==> src/rtl/rand_gen_pkg.sv <==
// Shared types and constants for the random number generator: FSM states,
// Galois LFSR tap masks and the tap selector used by the LFSR sub-module.
package rand_gen_pkg;

    typedef enum logic {
        IDLE = 1'b0,
        DRAW = 1'b1
    } state_t;

    // Wide enough for the largest legal MAX_TRIES (15).
    localparam int TRIES_W = 4;

    localparam logic [7:0]  TAPS_8  = 8'hB8;
    localparam logic [15:0] TAPS_16 = 16'hB400;
    localparam logic [31:0] TAPS_32 = 32'h80200003;

    function automatic logic [31:0] taps_for(input int lfsr_w);
        logic [31:0] taps;
        taps = '0;
        case (lfsr_w)
            8:       taps = {24'h000000, TAPS_8};
            16:      taps = {16'h0000, TAPS_16};
            32:      taps = TAPS_32;
            default: taps = '0;
        endcase
        return taps;
    endfunction

endpackage

==> src/rtl/lfsr_galois.sv <==
// Right-shifting Galois LFSR. Advances when asked; a load takes priority over
// the advance and a zero load value falls back to SEED so the register never locks up.
module lfsr_galois
    import rand_gen_pkg::*;
#(
    parameter int                LFSR_W = 16,
    parameter logic [LFSR_W-1:0] SEED   = LFSR_W'(16'hACE1)
) (
    input  logic              clk,
    input  logic              rst,
    input  logic              advance,
    input  logic              load,
    input  logic [LFSR_W-1:0] load_val,
    output logic [LFSR_W-1:0] state
);

    localparam logic [LFSR_W-1:0] TAPS = LFSR_W'(taps_for(LFSR_W));

    logic [LFSR_W-1:0] r_lfsr;
    logic [LFSR_W-1:0] w_lfsr_next;
    logic [LFSR_W-1:0] w_load_val;

    assign w_lfsr_next = (r_lfsr >> 1) ^ (r_lfsr[0] ? TAPS : '0);
    assign w_load_val  = (load_val == '0) ? SEED : load_val;

    always_ff @(posedge clk or posedge rst) begin
        if (rst) begin
            r_lfsr <= SEED;
        end else if (load) begin
            r_lfsr <= w_load_val;
        end else if (advance) begin
            r_lfsr <= w_lfsr_next;
        end
    end

    assign state = r_lfsr;

endmodule

==> src/rtl/rand_number_gen.sv <==
// Draws one value in 0..limit per request from a free-running LFSR using
// rejection sampling with a bounded-retry fallback. Optional macro: RAND_NO_REPEAT_EN.
module rand_number_gen
    import rand_gen_pkg::*;
#(
    parameter int                WIDTH     = 4,
    parameter int                LFSR_W    = 16,
    parameter logic [LFSR_W-1:0] SEED      = LFSR_W'(16'hACE1),
    parameter int                MAX_TRIES = 4
) (
    input  logic              clk,
    input  logic              rst,
    input  logic              enable,
    input  logic              seed_load,
    input  logic [LFSR_W-1:0] seed_in,
    input  logic              req,
    input  logic [WIDTH-1:0]  limit,
    output logic              busy,
    output logic              valid,
    output logic [WIDTH-1:0]  result
);

    // Handshake: req/limit are taken only while busy=0 and enable=1; busy stays
    // high until the draw resolves; valid pulses for exactly one cycle with the
    // new result, and a req in that cycle starts the next draw.

    logic [LFSR_W-1:0]  w_lfsr;
    logic [WIDTH-1:0]   w_cand;
    logic               w_accept_cand;
    logic [WIDTH-1:0]   w_fallback;
    logic               w_last_try;

    state_t             r_state;
    state_t             w_state_next;
    logic [TRIES_W-1:0] r_tries;
    logic [TRIES_W-1:0] w_tries_next;
    logic [WIDTH-1:0]   r_limit_q;
    logic [WIDTH-1:0]   w_limit_next;
    logic [WIDTH-1:0]   r_result;
    logic [WIDTH-1:0]   w_result_next;
    logic               r_valid;
    logic               w_valid_next;

    lfsr_galois #(
        .LFSR_W (LFSR_W),
        .SEED   (SEED)
    ) u_lfsr (
        .clk      (clk),
        .rst      (rst),
        .advance  (enable),
        .load     (seed_load),
        .load_val (seed_in),
        .state    (w_lfsr)
    );

    assign w_cand     = WIDTH'(w_lfsr);
    assign w_last_try = (r_tries == TRIES_W'(MAX_TRIES - 1));

`ifdef RAND_NO_REPEAT_EN
    logic             w_in_range;
    logic             w_repeat;
    logic             w_limit_zero;
    logic [WIDTH-1:0] w_fb_raw;
    logic [WIDTH:0]   w_fb_plus;
    logic [WIDTH-1:0] w_fb_bump;

    // A zero limit leaves no alternative, so repeating 0 is allowed there.
    assign w_limit_zero  = (r_limit_q == '0);
    assign w_in_range    = (w_cand <= r_limit_q);
    assign w_repeat      = (w_cand == r_result) && !w_limit_zero;
    assign w_accept_cand = w_in_range && !w_repeat;

    assign w_fb_raw   = w_cand & r_limit_q;
    assign w_fb_plus  = {1'b0, r_result} + (WIDTH + 1)'(1);
    assign w_fb_bump  = (w_fb_plus > {1'b0, r_limit_q}) ? '0 : w_fb_plus[WIDTH-1:0];
    assign w_fallback = ((w_fb_raw == r_result) && !w_limit_zero) ? w_fb_bump : w_fb_raw;
`else
    assign w_accept_cand = (w_cand <= r_limit_q);
    assign w_fallback    = w_cand & r_limit_q;
`endif

    always_comb begin
        w_state_next  = r_state;
        w_tries_next  = r_tries;
        w_limit_next  = r_limit_q;
        w_result_next = r_result;
        w_valid_next  = 1'b0;
        case (r_state)
            IDLE: begin
                if (req && enable) begin
                    w_limit_next = limit;
                    w_tries_next = '0;
                    w_state_next = DRAW;
                end
            end
            DRAW: begin
                if (enable) begin
                    if (w_accept_cand) begin
                        w_result_next = w_cand;
                        w_valid_next  = 1'b1;
                        w_state_next  = IDLE;
                    end else if (w_last_try) begin
                        w_result_next = w_fallback;
                        w_valid_next  = 1'b1;
                        w_state_next  = IDLE;
                    end else begin
                        w_tries_next = r_tries + TRIES_W'(1);
                    end
                end
            end
            default: begin
                w_state_next = IDLE;
            end
        endcase
    end

    always_ff @(posedge clk or posedge rst) begin
        if (rst) begin
            r_state   <= IDLE;
            r_tries   <= '0;
            r_limit_q <= '0;
            r_result  <= '0;
            r_valid   <= 1'b0;
        end else begin
            r_state   <= w_state_next;
            r_tries   <= w_tries_next;
            r_limit_q <= w_limit_next;
            r_result  <= w_result_next;
            r_valid   <= w_valid_next;
        end
    end

    assign busy   = (r_state == DRAW);
    assign valid  = r_valid;
    assign result = r_result;

endmodule

==> config.mk <==
export PLATFORM = sky130hd
export DESIGN_NAME = rand_number_gen
export DESIGN_NICKNAME = d
export VERILOG_FILES = /design/src/rtl/rand_gen_pkg.sv /design/src/rtl/lfsr_galois.sv /design/src/rtl/rand_number_gen.sv
export SDC_FILE = /design/constraint.sdc
export NUM_CORES = 1
export LEC_CHECK = 0
export CAP_MARGIN = 20
export CORE_UTILIZATION = 50
export CTS_CLUSTER_DIAMETER = 120
export DETAILED_ROUTE_END_ITERATION = 8
export PLACE_DENSITY_LB_ADDON = 0.2
export SYNTH_ARGS = -nofsm -noshare
export SYNTH_HDL_FRONTEND = slang
export SYNTH_SLANG_ARGS = --single-unit
==> constraint.sdc <==
create_clock -name clk -period 6.4 [get_ports clk]
set_input_delay 0.96 -clock clk [delete_from_list [all_inputs] [get_ports clk]]
set_output_delay 0.96 -clock clk [all_outputs]
set_load 0.02 [all_outputs]
After elaboration in Yosys (flattened, before gate mapping):

Cells that the tools add are included.

* bits of input ports: 25
* flip-flop bits (word level): 30
* logic and storage cells: 43
* output and inout bits: 6

* add/subtract/negate cells: 1
* equality and inequality tests: 5
* muxes and demuxes: 20
* reduce and logical (&&, ||, !) cells: 7
* $lt $le $gt $ge: 1
* bitwise logic cells: 3

Operators by type and width (number)
* $mux W16: 4
* $mux W4: 6
* $logic_not A16 Y1: 1
* $xor A15 B16 Y16: 1
* $mux W1: 8
* $ne A2 B2 Y1 const B: 4
* $pmux W4 S2: 1
* $add A4 B1 Y4 const B: 1
* $and A4 B4 Y4: 1
* $eq A4 B2 Y1 const B: 1
* $le A4 B4 Y1: 1
* $reduce_and A4 Y1: 1
* $reduce_bool A2 Y1: 2
* $reduce_and A3 Y1: 1
* $pmux W1 S2: 1
* $reduce_and A2 Y1: 1
* $logic_and A1 B1 Y1: 1
* $not A1 Y1: 1

Logic depth before layout (Yosys ltp):

Gate-level depths: netlist of run 1.

* depth in word-level cells: 5
* mapped depth: 8
* mapped depth without buffers: 7

Modules after synthesis:

Synthesis of run 1 repeated with hierarchy kept, for this count alone.

* cells, all modules: 142
* area total of the unflattened synthesis: 1664.1 um2

By module, submodules not included
* lfsr_galois: area each 840.8 um2, times used 1, cells an instance 72
* rand_number_gen: area each 823.3 um2, times used 1, cells an instance 70

Least setup slack after synthesis of run 1:

No wires, ideal clock.

* kind: input port to flip-flop
* start: input port enable
* end: register r_result[0], in the netlist result[0]
* path buffers: 1
* stages on the path: 4
* setup slack: 4.358 ns
* library setup time: 0.126 ns
* data arrival time: 1.916 ns
* data required time: 6.274 ns
* path through: clkbuf_1 > and2_1 > o31ai_2 > a221o_1

* cells in the longest elaborated chain, start to end: 1

RTL lines
* start, declared: line rand_number_gen.sv:13 `input logic enable,`
* $reduce_and A3 Y1 (no line)
* end signal, assigned: line rand_number_gen.sv:128 `r_result <= w_result_next;`
* end, declared: line rand_number_gen.sv:39 `logic [WIDTH-1:0] r_result;`

Every way passes these cells.
A chain may end at the register's enable or synchronous reset.

Worst setup path in the final report of run 1:

* start: input port enable
* end: register r_limit_q[2]

* cells in the longest elaborated chain, start to end: 2

RTL lines
* $logic_and A1 B1 Y1: line rand_number_gen.sv:90 `if (req && enable) begin`
* $reduce_and A2 Y1 (no line)
* end signal, assigned: line rand_number_gen.sv:127 `r_limit_q <= w_limit_next;`
* end, declared: line rand_number_gen.sv:37 `logic [WIDTH-1:0] r_limit_q;`

Every way passes these cells.

==> results of run 1 <==
[routing by layer]
| layer | GRT usage (%) | wire length [um] | vias to the layer above | part of all wire (%) |
|---|---|---|---|---|
| met1 | 24.14 | 1396 | 656 | 39 |
| met5 | 0 | 0 | - | 0 |
| met4 | 10.63 | 41 | 0 | 1.2 |
| met2 | 38.57 | 1877 | 47 | 53 |
| li1 | - | - | 654 | - |
| met3 | 7.359 | 231 | 4 | 6.5 |
[state kept, by name, indices dropped and copies added, names as in the netlist]
| name | cells |
|---|---|
| result | 4 |
| busy | 1 |
| u_lfsr.state | 16 |
| valid | 1 |
| r_tries | 4 |
| r_limit_q | 4 |
[power groups by stage]
stage          Clock [uW]  Combinational (uW)  Sequential, uW
3_3_place_gp            0                 268             298
4_1_cts               119                 283             301
6_report              116                 286             302
3_5_place_dp            0                 283             304
2_1_floorplan           0                 191             303
5_1_grt               130                 315             309
[kinds of logic after synthesis]
kind of cell | synth area share, %
AOI/OAI and AO/OA | 16.46
xor gates and xnor gates | 1.571
and+or+nand+nor | 14.88
muxes | 10.17
buffers and inverters | 4.712
DFF | 45.47
adders and majority gates | 6.732
[worst paths after layout]
kind                       cells past startpoint               to  slack (ns)            start
max reg2reg                                    6        result[3]        3.95  u_lfsr.state[0]
min in group asynchronous                      2  u_lfsr.state[9]        0.85              rst
min reg2reg                                    1        result[1]        0.53        result[1]
min                                            1        result[1]        0.53        result[1]
max in group asynchronous                      3  u_lfsr.state[5]        5.07              rst
max                                            4     r_limit_q[2]        3.34           enable
[cells in the mapped netlist (all sizes together)]
| library cell | count | area share, % |
|---|---|---|
| dfrtp | 22 | 33 |
| nand2 | 15 | 3.4 |
| o21ai | 12 | 3.6 |
| ha | 9 | 6.7 |
| inv | 9 | 2.0 |
| dfstp | 8 | 13 |
| mux2 | 8 | 5.4 |
| mux2i | 8 | 4.8 |
| o22a | 8 | 4.2 |
| clkbuf | 6 | 1.3 |
| nand3 | 6 | 1.8 |
| nor2 | 6 | 1.3 |
| nor3 | 5 | 1.5 |
| nor4 | 5 | 1.9 |
| a21oi | 4 | 1.2 |
| a221o | 4 | 2.4 |
| buf | 4 | 1.3 |
| and3 | 3 | 1.1 |
| o311ai | 3 | 1.6 |
| xnor2 | 3 | 1.6 |
| and2 | 2 | 0.75 |
| nand4 | 2 | 0.75 |
| or2 | 2 | 0.75 |
| a2111oi | 1 | 0.90 |
| a311o | 1 | 0.60 |
| a31oi | 1 | 0.37 |
| nor3b | 1 | 0.75 |
| nor4b | 1 | 0.52 |
| o211ai | 1 | 0.45 |
| o21a | 1 | 0.45 |
| o31ai | 1 | 0.75 |
| or3 | 1 | 0.37 |
[area by class of cell]
cell class / count / area, sq um / area share [%]
Multi-Input combinational cell: 114 / 833.3 / 40.24
Sequential cell: 30 / 760.7 / 36.74
Timing Repair Buffer: 31 / 327.8 / 15.83
Clock buffer: 7 / 55.05 / 2.659
Tap cell: 44 / 55.05 / 2.659
Inverter: 9 / 33.78 / 1.631
Clock inverter: 1 / 5.005 / 0.2417
[stage by stage]
| step | total power, uW | setup WS, ns | utilization [%] | hold slack (ns) | std cells |
|---|---|---|---|---|---|
| after floorplan | 494.0 | 4.358 | - | 0.4775 | 163 |
| after global placement | 566.7 | 3.086 | 63.91 | 0.5035 | 227 |
| after detailed placement | 586.9 | 3.006 | 63.91 | 0.5118 | 227 |
| after CTS | 702.8 | 3.358 | 65.85 | 0.5259 | 235 |
| after global routing | 754.3 | 3.242 | 66.73 | 0.5507 | 236 |
| final | 703.7 | 3.342 | 66.73 | 0.5254 | 236 |
==> flow_summary_export.csv, run 1 <==
group,metric,value,unit
run_status,status,"finished clean",
timing,setup-tns-final,0,ns
floorplanning,initial_utilization,53.91,%
critical_path,crit_slowest_cell,"clkdlybuf4s50_1",
detailed_routing,vias_per_cell,5.767,
global_route,grt_pass1_vias,1338,
clock_network,cts.htree.levels,2,
global_route,grt-ovfl-total,0,
finish,final_area,2071,sq um
clock_network,hold_buffers,0,
logic_synthesis,synthDistinctLibCells,35,
power_and_ir_drop,switchingPower,268.2,uW
finish,nNetsFinal,225,
detailed_routing,ant_nets,0,
critical_path,path_max_fanout,29,
logic_synthesis,postSynthCellCount,163,
finish,syn_to_final_growth,23.78,%
critical_path,max_stage_delay,1.20,ns
logic_synthesis,synthesis.area,1673,sq um
timing,rsz0062_at_grt,"false",
floorplanning,rows,20,
timing,finalHoldViolCount,0,
power_and_ir_drop,pwr-share-comb,40.6,%
power_and_ir_drop,ir_drop,0.1401,mV
critical_path,critical_path_required,6.62,ns
logic_synthesis,synth_fp_nets,197,
placed_design,portBuffers,30,
hold_path,holdCritPathClass,"register to register",
detailed_routing,dr_total_vias,1361,
critical_path,worstSetupPathType,"input port to register",
critical_path,cp_top_family,"buffers and inverters",
timing,final_max_slew_viol_count,0,
timing,fin_worst_skew,0.007038,ns
timing,finalSetupViolCount,0,
clock_network,cts_tree,"done",
floorplanning,die_h,59.84,um
finish,final_common_cell,"clkdlybuf4s50_1",
power_and_ir_drop,power.density,339.8,nW/um^2
finish,fillers,255,
power_and_ir_drop,pwr-share-seq,42.9,%
floorplanning,core,3103,sq um
clock_network,numCtsBuffers,5,
detailed_routing,wl_per_cell,15.02,um
detailed_routing,drc,0,
clock_network,clk_root_buffer_cell,"clkbuf_4",
power_and_ir_drop,clkPwrFrac,16.5,%
critical_path,cp-start-kind,"input port",
clock_network,cts.sinks,30,
finish,diodes,0,
critical_path,crit_buf_inv,1,
run,maxCapViolCount,0,
detailed_routing,wl,3545,um
placed_design,place.gp.congestion,0.7937,
timing,fmax,327.0,MHz
global_route,antenna_found_initial,0,
detailed_routing,first_pass_iters,4,
power_and_ir_drop,internal_power,435.5,uW
power_and_ir_drop,p_leak,0.0008742,uW
global_route,grt_util_all_layers,22.19,%
clock_network,clk_latency,0.33,ns
floorplanning,chipWidth,59.84,um
timing,tightest_slew,1.099,ns
finish,most-common-layout-cells,"30 x clkdlybuf4s50_1, 22 x dfrtp_1, 15 x nand2_1",
power_and_ir_drop,power.share.switching,38.12,%
critical_path,cp_cell_sequence,"clkdlybuf4s50_1 -> o21ai_0 -> or2_2 -> mux2_2",
clock_network,clock_path_buffers,2,
clock_network,cts_resized,0,
placed_design,placed_area,1983,sq um
floorplanning,die-area,3581,sq um
finish,drive_above_1_share,15.10,%
clock_network,clk_pin_slew,0.09,ns
detailed_routing,drtIter0Drc,91,
critical_path,cp_data_arrival_time,3.28,ns
timing,fin_crit_sh,47.78,%
global_route,grt_pass1_wl,5761,um
logic_synthesis,syn_avg_cell_area,10.26,sq um
timing,relSlewSlack,26.48,%
placed_design,hpwl,2647,um
logic_synthesis,yosys_register_bits,30,
floorplanning,num_io_pins,31,
timing,period_needed,3.058,ns
clock_network,cts_setup_buffers,0,
logic_synthesis,synth-warning-count,0,
global_route,grt_start_max_net_pins,31,
logic_synthesis,ys_seq_area_share,45.47,%
critical_path,endpoint_kind,"register",
(Power assumes the default switching activity.)
==> run 2, diff against run 1 <==
- clock period: 6.4 -> 3.2 ns (I/O delays scaled with it)
==> flow_summary_export.csv, run 2 (same netlist as run 1, synthesis figures left out) <==
group,metric,value,unit
timing,fin_crit_sh,70.55,%
critical_path,crit_end,"r_tries[3]",
detailed_routing,ant_nets,0,
clock_network,hold_buffers,0,
timing,finalSetupViolCount,0,
hold_path,holdCritPathClass,"input port to asynchronous set/reset pin",
power_and_ir_drop,pwr-share-seq,41.8,%
timing,tightest_slew,0.7317,ns
finish,final_area,2108,sq um
critical_path,r2r_cells,6,
power_and_ir_drop,p_leak,0.0008985,uW
floorplanning,die-area,3581,sq um
timing,setup-tns-final,0,ns
placed_design,placed_area,2021,sq um
floorplanning,die_h,59.84,um
clock_network,clk_latency,0.34,ns
global_route,grt_pass1_wl,6223,um
run,maxCapViolCount,0,
finish,most-common-layout-cells,"30 x clkdlybuf4s50_1, 22 x dfrtp_1, 15 x nand2_1",
power_and_ir_drop,switchingPower,546.4,uW
detailed_routing,wl,3705,um
clock_network,cts.sinks,30,
timing,rsz0062_at_grt,"false",
critical_path,worstSetupPathType,"register to register",
detailed_routing,vias_per_cell,5.676,
finish,final_common_cell,"clkdlybuf4s50_1",
timing,finalHoldViolCount,0,
timing,final_max_slew_viol_count,0,
clock_network,cts_setup_buffers,0,
finish,syn_to_final_growth,26.03,%
critical_path,endpoint_kind,"register",
power_and_ir_drop,internal_power,881.1,uW
power_and_ir_drop,power.density,677.1,nW/um^2
floorplanning,initial_utilization,53.91,%
power_and_ir_drop,power.share.switching,38.28,%
critical_path,cp_data_arrival_time,2.49,ns
timing,fin_worst_skew,0.006526,ns
power_and_ir_drop,ir_drop,0.3089,mV
floorplanning,rows,20,
critical_path,reg2reg_from,"u_lfsr.state[0]",
clock_network,cts_resized,0,
global_route,grt-ovfl-total,0,
placed_design,place.gp.congestion,0.7830,
finish,diodes,0,
detailed_routing,wl_per_cell,15.37,um
finish,final_util,67.94,%
clock_network,numCtsBuffers,5,
critical_path,cp-start-kind,"register",
detailed_routing,first_pass_iters,4,
finish,nNetsFinal,230,
critical_path,rrSetupSlack,0.94,ns
detailed_routing,drtIter0Drc,58,
detailed_routing,dr_total_vias,1368,
detailed_routing,drc,0,
critical_path,worstReg2RegEnd,"r_tries[3]",
finish,drive_above_1_share,17.26,%
clock_network,clk_pin_slew,0.10,ns
global_route,antenna_found_initial,0,
floorplanning,chipWidth,59.84,um
timing,fmax,442.9,MHz
clock_network,clock_path_buffers,2,
global_route,grt_start_max_net_pins,27,
placed_design,hpwl,2774,um
critical_path,path_max_fanout,11,
floorplanning,num_io_pins,31,
timing,relSlewSlack,50.89,%
floorplanning,core,3103,sq um
run_status,status,"finished clean",
clock_network,cts.htree.levels,2,
finish,largest_reg_flops,16,
power_and_ir_drop,clkPwrFrac,16.9,%
global_route,grt_util_all_layers,23.80,%
timing,period_needed,2.258,ns
global_route,grt_pass1_vias,1433,
placed_design,portBuffers,30,
clock_network,cts_tree,"done",
critical_path,crit_start,"u_lfsr.state[0]",
clock_network,clk_root_buffer_cell,"clkbuf_4",
power_and_ir_drop,pwr-share-comb,41.3,%
critical_path,critical_path_required,3.43,ns
[run 2: cell type report]
type | count | area, sq um
clock buffer | 7 | 55.05
clock inverter | 1 | 5.005
fill | 280 | 994.7
inverter | 9 | 33.78
multi-input combinational | 114 | 833.3
sequential | 30 | 760.7
tap | 44 | 55.05
timing repair buffer | 36 | 365.4
[run 2: through the flow]
| stage | setup WS, ns | cells | hold slack, ns | power, uW |
|---|---|---|---|---|
| final | 0.9424 | 241 | 0.3193 | 1427 |
| after global routing | 0.8084 | 241 | 0.3176 | 1530 |
| after CTS | 0.9423 | 240 | 0.5223 | 1425 |
| after detailed placement | 0.8127 | 232 | 0.5079 | 1186 |
| after global placement | 0.9179 | 232 | 0.4954 | 1151 |
| after floorplan | 1.178 | 163 | 0.4775 | 987.9 |
[run 2: routing by layer]
metal / up-vias / track usage (%) / wire (um)
li1: 657 / - / -
met1: 657 / 26.33 / 1524
met2: 46 / 41.11 / 1956
met3: 8 / 7.576 / 144
met4: 0 / 11.30 / 79
met5: - / 0 / 0
[run 2: power groups by stage]
stage / Sequential, uW / Clock (uW) / Combinational [uW]
after detailed placement: 603 / 0 / 583
after CTS: 597 / 243 / 586
after floorplan: 605 / 0 / 383
after global routing: 611 / 266 / 652
after global placement: 595 / 0 / 556
final: 596 / 242 / 589
[run 2: worst min-delay path by stage]
stage	from	slack, ns	cells after the start	to
floorplan	r_tries[0]	0.48	1	r_tries[0]
global placement	result[0]	0.50	1	result[0]
detailed placement	result[0]	0.51	1	result[0]
CTS	r_tries[0]	0.52	1	r_tries[0]
global route	rst	0.32	2	u_lfsr.state[8]
finish	rst	0.32	2	u_lfsr.state[8]
[run 2: critical path, cell delays in order, from the launching register on]
cell	delay [ns]
dfstp_2	0.61
inv_1	0.11
ha_1	0.28
nand4_1	0.09
o21ai_1	0.26
or3_1	0.44
a311o_1	0.36
==> run 3, diff against run 2 <==
- CORE_UTILIZATION: 50 -> 47
- clock period: 3.2 -> 1.8 ns (I/O delays scaled with it)
==> flow_summary_export.csv, run 3 (same netlist as run 1, synthesis figures left out) <==
group,metric,value,unit
clock_network,cts_tree,"done",
clock_network,clock_path_buffers,2,
finish,largest_reg_flops,16,
detailed_routing,dr_wl_met3,192,um
timing,fin_ws,-0.007580,ns
floorplanning,core,3363,sq um
finish,diodes,0,
global_route,grt_pass1_vias,1316,
critical_path,worstSetupPathType,"register to register",
global_route,grt-ovfl-total,0,
finish,final_area,2311,sq um
timing,rsz0062_at_grt,"true",
finish,most-common-layout-cells,"30 x clkdlybuf4s50_1, 22 x dfrtp_1, 19 x buf_4",
detailed_routing,first_pass_iters,4,
finish,final_util,68.71,%
finish,nNetsFinal,245,
power_and_ir_drop,power.share.switching,35.40,%
power_and_ir_drop,pwr-share-seq,33.7,%
timing,period_needed,1.808,ns
power_and_ir_drop,ir_drop,0.7939,mV
detailed_routing,wl_per_cell,14.98,um
placed_design,dp_slack,-0.04143,ns
power_and_ir_drop,p_leak,0.0009832,uW
clock_network,clk_pin_slew,0.10,ns
floorplanning,chipWidth,61.66,um
hold_path,holdCritPathClass,"input port to asynchronous set/reset pin",
power_and_ir_drop,switchingPower,1066,uW
placed_design,portBuffers,30,
clock_network,numCtsBuffers,5,
critical_path,path_max_fanout,6,
run_status,violations,"setup timing",
finish,syn_to_final_growth,38.15,%
detailed_routing,met1_length,1754,um
placed_design,place.gp.congestion,0.8761,
detailed_routing,vias_per_cell,5.616,
critical_path,cp_data_arrival_time,2.05,ns
timing,fin_worst_skew,0.01310,ns
power_and_ir_drop,pwr-share-comb,47.2,%
power_and_ir_drop,internal_power,1946,uW
floorplanning,initial_utilization,49.74,%
floorplanning,rows,21,
finish,drive_above_1_share,26.42,%
floorplanning,num_io_pins,31,
timing,tightest_slew,0.4340,ns
finish,fillers,280,
floorplanning,die-area,3802,sq um
detailed_routing,top_layer_used,"met4",
run,maxCapViolCount,0,
critical_path,critical_path_required,2.04,ns
detailed_routing,ant_nets,0,
critical_path,endpoint_kind,"register",
detailed_routing,dr_total_vias,1449,
finish,seqCellArea,760.7,sq um
floorplanning,die_h,61.66,um
power_and_ir_drop,clkPwrFrac,19.1,%
timing,final_max_slew_viol_count,0,
critical_path,cp-start-kind,"register",
finish,final_common_cell,"clkdlybuf4s50_1",
detailed_routing,drc,0,
clock_network,clk_latency,0.35,ns
finish,multi_input_area,899.6,sq um
timing,relSlewSlack,70.89,%
run_status,status,"finished, violations left",
timing,fmax,553.2,MHz
global_route,grt_pass1_wl,6009,um
clock_network,clk_root_buffer_cell,"clkbuf_4",
placed_design,placed_area,2171,sq um
power_and_ir_drop,power.density,1303,nW/um^2
timing,setup-tns-final,-0.01600,ns
detailed_routing,wl,3865,um
clock_network,cts.htree.levels,2,
placed_design,hpwl,2812,um
global_route,grt_start_max_net_pins,31,
timing,fin_crit_sh,100.4,%
timing,finalHoldViolCount,0,
finish,fin_cells,258,
placed_design,dp.cells,250,
global_route,grt_util_all_layers,22.45,%
timing,finalSetupViolCount,3,
detailed_routing,wl_met2,1880,um
clock_network,cts.sinks,30,
detailed_routing,drtIter0Drc,77,
global_route,antenna_found_initial,0,
==> run 3: per-layer routing <==
metal,GRT usage (%),vias to the layer above
li1,-,697
met4,8.889,0
met3,6.303,6
met1,29.74,706
met5,0,-
met2,34.72,40
==> run 3: power by group through the flow <==
| stage | combinational, uW | sequential (uW) | clock [uW] |
|---|---|---|---|
| finish | 1420 | 1020 | 575 |
| global route | 1550 | 1040 | 629 |
| CTS | 1350 | 1010 | 594 |
| detailed placement | 1290 | 1020 | 0 |
| global placement | 1240 | 1010 | 0 |
| floorplan | 746 | 1080 | 0 |
==> run 3: final timing paths <==
path	startpoint	to	slack, ns	depth (start not counted)
worst max-delay path	u_lfsr.state[0]	result[2]	-0.008	7
worst min-delay path	rst	u_lfsr.state[12]	0.29	3
worst max register to register	u_lfsr.state[0]	result[2]	-0.008	7
worst min register to register	result[0]	result[0]	0.53	1
max in group asynchronous	rst	u_lfsr.state[6]	1.18	3
min in group clk	seed_in[4]	u_lfsr.state[4]	0.50	3
==> run 3: cell type report <==
cell class	instances	area share, %
clock buffers	7	2.382
clock inverters	1	1.299
inverters	9	1.462
multi-input cells	114	38.93
flip-flops and latches	30	32.92
well taps	46	2.491
repair buffers	51	20.52
==> run 3: what timing repair did <==
item | CTS | global route
pin swaps | 2 | 4
hold buffers | 0 | 0
endpoints found under the setup margin | 6 | 9
gates resized for setup | 3 | 5
buffers inserted | 1 | 0
==> run 3: per-stage QoR <==
stage | hold slack (ns) | power (uW)
final | 0.2939 | 3012
after global routing | 0.3309 | 3218
after CTS | 0.3056 | 2954
after detailed placement | 0.5086 | 2309
after global placement | 0.5004 | 2253
after floorplan | 0.3549 | 1828
==> run 3: critical path, cell delays in order, from the launching register on <==
cell and delay, ns:
dfstp_2 0.55, inv_2 0.05, ha_4 0.20, nand4_1 0.08, o21ai_2 0.09, buf_4 0.15
or2_4 0.26, a221o_1 0.32
